<file path="src/rtl/stream_demux2.sv">
// Registered 1-to-2 stream demultiplexer: a per-beat select steers each input beat
// into one of two independently back-pressured 2-entry output buffers with handshake counters.

// state | meaning
// EMPTY | no beat buffered, output invalid
// ONE   | head holds one beat
// FULL  | head and tail both hold beats, push blocked
module stream_demux2_chan #(
   parameter int WIDTH = 8,
   parameter int CNT_W = 16
) (
   input  logic             i_clk,
   input  logic             i_rst_n,
   input  logic             i_push,
   input  logic [WIDTH-1:0] i_data,
   input  logic             i_ready,
   output logic             o_valid,
   output logic [WIDTH-1:0] o_data,
   output logic             o_full,
   output logic [CNT_W-1:0] o_count
);
   typedef enum logic [1:0] {EMPTY, ONE, FULL} occ_e;

   occ_e             state_q, state_d;
   logic [WIDTH-1:0] head_q, head_d;
   logic [WIDTH-1:0] tail_q, tail_d;
   logic [CNT_W-1:0] cnt_q, cnt_d;
   logic             pop;

   always_ff @(posedge i_clk or negedge i_rst_n) begin
      if (!i_rst_n) begin
         state_q <= EMPTY;
         head_q  <= '0;
         tail_q  <= '0;
         cnt_q   <= '0;
      end else begin
         state_q <= state_d;
         head_q  <= head_d;
         tail_q  <= tail_d;
         cnt_q   <= cnt_d;
      end
   end

   always_comb begin
      state_d = state_q;
      head_d  = head_q;
      tail_d  = tail_q;
      cnt_d   = cnt_q;
      pop     = (state_q != EMPTY) && i_ready;
      case (state_q)
         EMPTY: begin
            if (i_push) begin
               state_d = ONE;
               head_d  = i_data;
            end
         end
         ONE: begin
            // simultaneous push and pop replaces the head in place
            if (i_push && pop) begin
               head_d = i_data;
            end else if (i_push) begin
               state_d = FULL;
               tail_d  = i_data;
            end else if (pop) begin
               state_d = EMPTY;
            end
         end
         FULL: begin
            if (pop) begin
               state_d = ONE;
               head_d  = tail_q;
            end
         end
         default: state_d = EMPTY;
      endcase
      if (pop) cnt_d = cnt_q + CNT_W'(1);
   end

   assign o_valid = (state_q != EMPTY);
   assign o_data  = head_q;
   assign o_full  = (state_q == FULL);
   assign o_count = cnt_q;
endmodule

module stream_demux2 #(
   parameter int WIDTH = 8,
   parameter int CNT_W = 16
) (
   input  logic             i_clk,
   input  logic             i_rst_n,
   input  logic             i_valid,
   output logic             o_ready,
   input  logic [WIDTH-1:0] i_data,
   input  logic             i_sel,
   output logic             o_a_valid,
   input  logic             i_a_ready,
   output logic [WIDTH-1:0] o_a_data,
   output logic             o_b_valid,
   input  logic             i_b_ready,
   output logic [WIDTH-1:0] o_b_data,
   output logic [CNT_W-1:0] o_a_count,
   output logic [CNT_W-1:0] o_b_count,
   output logic             o_busy
);
   logic a_full, b_full;
   logic accept;

   // readiness looks only at registered occupancy, never at the sinks
   assign o_ready = i_rst_n && !(i_sel ? b_full : a_full);
   assign accept  = i_valid && o_ready;

   stream_demux2_chan #(.WIDTH(WIDTH), .CNT_W(CNT_W)) u_chan_a (
      .i_clk   (i_clk),
      .i_rst_n (i_rst_n),
      .i_push  (accept && !i_sel),
      .i_data  (i_data),
      .i_ready (i_a_ready),
      .o_valid (o_a_valid),
      .o_data  (o_a_data),
      .o_full  (a_full),
      .o_count (o_a_count)
   );

   stream_demux2_chan #(.WIDTH(WIDTH), .CNT_W(CNT_W)) u_chan_b (
      .i_clk   (i_clk),
      .i_rst_n (i_rst_n),
      .i_push  (accept && i_sel),
      .i_data  (i_data),
      .i_ready (i_b_ready),
      .o_valid (o_b_valid),
      .o_data  (o_b_data),
      .o_full  (b_full),
      .o_count (o_b_count)
   );

   assign o_busy = o_a_valid || o_b_valid;
endmodule

</file>
<file path="config.mk">
export PLATFORM = sky130hd
export DESIGN_NAME = stream_demux2
export DESIGN_NICKNAME = d
export VERILOG_FILES = /design/src/rtl/stream_demux2.sv
export SDC_FILE = /design/constraint.sdc
export NUM_CORES = 1
export LEC_CHECK = 0
export ABC_AREA = 0
export CORE_ASPECT_RATIO = 1.75
export CORE_MARGIN = 8
export CORE_UTILIZATION = 50
export DETAILED_ROUTE_END_ITERATION = 10
export PLACE_DENSITY = 0.79
export SKIP_LAST_GASP = 1
export SYNTH_ARGS = -nofsm -noshare
export SYNTH_HDL_FRONTEND = slang
export SYNTH_SLANG_ARGS = --single-unit
</file>
<file path="constraint.sdc">
create_clock -name i_clk -period 2.3 [get_ports i_clk]
set_clock_uncertainty 0.1 [all_clocks]
set_input_delay 0.23 -clock i_clk [delete_from_list [all_inputs] [get_ports i_clk]]
set_output_delay 0.23 -clock i_clk [all_outputs]
set_load 0.02 [all_outputs]
</file>
==> results.tsv <==
stage	metric	value	unit
status	outcome	finished clean	
critical_path	crit_end	o_ready	
critical_path	criticalPathCategory	register to primary output	
sta	maxSlewHeadroom	50.8	%
yosys	postSynthAreaPerCell	11.4	um2
clock_network	cts_tree	yes	
clock_network	cts-root-buf	clkbuf_8	
clock_network	cts_max_level	3	
sta	max_freq	0.460	GHz
critical_path	critPathLaunch	u_chan_b.state_q[1]	
power_and_ir_drop	powerDensity	920	nW/um2
clock_network	clkTransAtPathRegs	70	ps
critical_path	crit_path_end_kind	primary output	
global_routing	grt_pass1_wl	11300	um
layout	layout_common_cells	dfrtp_1, clkdlybuf4s50_1, nand2_1	
worst_hold_path	holdCritPathClass	input pin to asynchronous set/reset pin	
die	die_h	119	um
layout	area_growth_syn_to_layout	33.5	%
yosys	synth.yosys.seq_area_share	56.3	%
yosys	netlist_area	3020	um2
placement	place.port_buffers	65	
detailed_routing	vias_per_cell	5.26	
critical_path	cp.required	1970	ps
global_routing	grt_usage	16.3	%
clock_network	cts_buffers	9	
placement	gp_congestion	0.747	
sta	setup_viol	0	
sta	holdWs	226	ps
yosys	synth_nets	282	
critical_path	crit_arrival	1840	ps
clock_network	cts_sinks	68	
global_routing	grt-ovfl-total	0	
critical_path	crit_slowest_cell	clkdlybuf4s50_1	
layout	drive_gt1_share	15.1	%
critical_path	crit_cells	5	
die	coreArea	5880	um2
critical_path	path_buf_inv	2	
yosys	synth_edf_count	0	
layout	final_nets	361	
yosys	synth_cell_types	37	
power_and_ir_drop	vdd_drop_max	0.716	mV
sta	slew_viol_final	0	
detailed_routing	wl	6630	um
clock_network	post_cts_buffers	0	
critical_path	timing.rr.end	u_chan_b.tail_q[3]	
yosys	netlist_instances	266	
power_and_ir_drop	power.total	3710	uW
clock_network	cts_buffer_depth	2	
critical_path	r2r_slack	530	ps
die	fp.dieW	74.8	um
detailed_routing	drc	0	
layout	insertedDiodeCount	0	
detailed_routing	drt_iter0_drc	110	
power_and_ir_drop	cellLeakagePower	0.00183	uW
yosys	synthFlopType	dfrtp_1	
global_routing	grt_pass1_vias	2439	
detailed_routing	drt_pass1_iterations	4	
sta	fin_crit_sh	94.4	%
die	io_pins	66	
sta	rsz0062_at_grt	no	
sta	worstMarginPinSlew	738	ps
die	design.die.area	8880	um2
layout	final_common_cell	dfrtp_1	
placement	post-dp-hpwl	5060	um
global_routing	antenna_found_initial	0	
critical_path	critical_path.max_fanout	10	
global_routing	grt_max_degree	61	
layout	fillers	486	
critical_path	r2r_start	u_chan_b.state_q[0]	
critical_path	r2r_cells	3	
sta	hold_viol	0	
critical_path	startpoint_type	register	
layout	utilization	68.6	%
clock_network	clk_latency	330	ps
die	initial_core_util	51.4	%
critical_path	cpPeakStageDelay	600	ps
yosys	ys_ff_latch	68	
die	num_rows	37	
critical_path	cpLargestDelayFamily	buffers and inverters	
yosys	synthArstFlopShare	100	%
detailed_routing	drtAntennaViolNets	0	
critical_path	crit_chain	buf_4 -> nor2b_1 -> nand2_1 -> o211a_1 -> clkdlybuf4s50_1	
detailed_routing	vias	2251	
job	drv_cap	0	
yosys	yosys_warnings	0	
detailed_routing	wl_per_cell	15.5	um
sta	tns	0	ps
sta	period_needed	2170	ps
[where the power goes]
group	leakage [uW]	internal (uW)	switching (uW)
Combinational	0.000872	517	486
Sequential	0.000841	1440	202
Clock	0.000113	635	424
Total	0.00183	2600	1110
[sequential cells by signal, summed over array words and instances (netlist names)]
register          count
u_chan_a.o_data       8
u_chan_b.tail_q       8
u_chan_a.tail_q       8
u_chan_b.o_data       8
u_chan_b.state_q      2
u_chan_b.o_count     16
u_chan_a.o_count     16
u_chan_a.state_q      2
[final cells by class]
| type | count | area, um2 | area share (%) |
|---|---|---|---|
| Multi-Input combinational cell | 182 | 1250 | 31.0 |
| Clock inverter | 5 | 75.1 | 1.86 |
| Tap cell | 78 | 97.6 | 2.42 |
| Timing Repair Buffer | 77 | 741 | 18.4 |
| Clock buffer | 11 | 141 | 3.51 |
| Sequential cell | 68 | 1700 | 42.2 |
| Inverter | 7 | 26.3 | 0.652 |
[per-stage QoR]
stage | setup slack [ps] | std cells | cell area [um2]
6_report | 128 | 428 | 4030
5_1_grt | 35.0 | 428 | 4030
4_1_cts | 3.22 | 428 | 4030
3_5_place_dp | 242 | 411 | 3800
3_3_place_gp | 261 | 411 | 3800
2_1_floorplan | 676 | 266 | 3020
[cells in the mapped netlist (7+ instances only)]
library cell	n	area, um2
a21oi_1	10	50.1
a31oi_1	8	50.1
dfrtp_1	68	1700
inv_1	7	26.3
mux2_2	18	203
mux2i_1	10	100
nand2_1	28	105
nand3_1	9	45.0
nor2_1	24	90.1
nor3_1	7	35.0
xnor2_1	17	149
xor2_1	13	114
[routing by layer]
layer  up-vias  global-route usage, %  share of wire, %
li1       1066                      -                 -
met1      1120                   16.9                39
met2        55                   29.1                54
met3        10                   5.63               5.8
met4         0                   5.19               1.5
met5         -                      0                 0
[what timing repair did]
| action | CTS | global route |
|---|---|---|
| endpoints found under the hold margin | 8 | 0 |
| hold buffers | 1 | 0 |
| resized for setup | 0 | 1 |
| endpoints found under the setup margin | 0 | 1 |
[worst min path at each step]
stage / slack, ps / end / cells after the start
after global placement: 6 / u_chan_a.state_q[1] / 1
after detailed placement: 8 / u_chan_a.state_q[1] / 1
after floorplan: -170 / u_chan_a.o_count[0] / 0
final: 230 / u_chan_a.state_q[1] / 2
after CTS: 210 / u_chan_a.state_q[1] / 2
after global routing: 240 / u_chan_a.o_count[10] / 2
[cell families after synthesis]
family / share of synthesized area (%)
fa+ha+maj: 0.828
buf+inv: 2.32
flops: 56.3
compound gates: 6.88
simple gates: 14.9
mux: 10.0
xor+xnor: 8.70
Note: power is estimated with default switching activity, not from simulation.
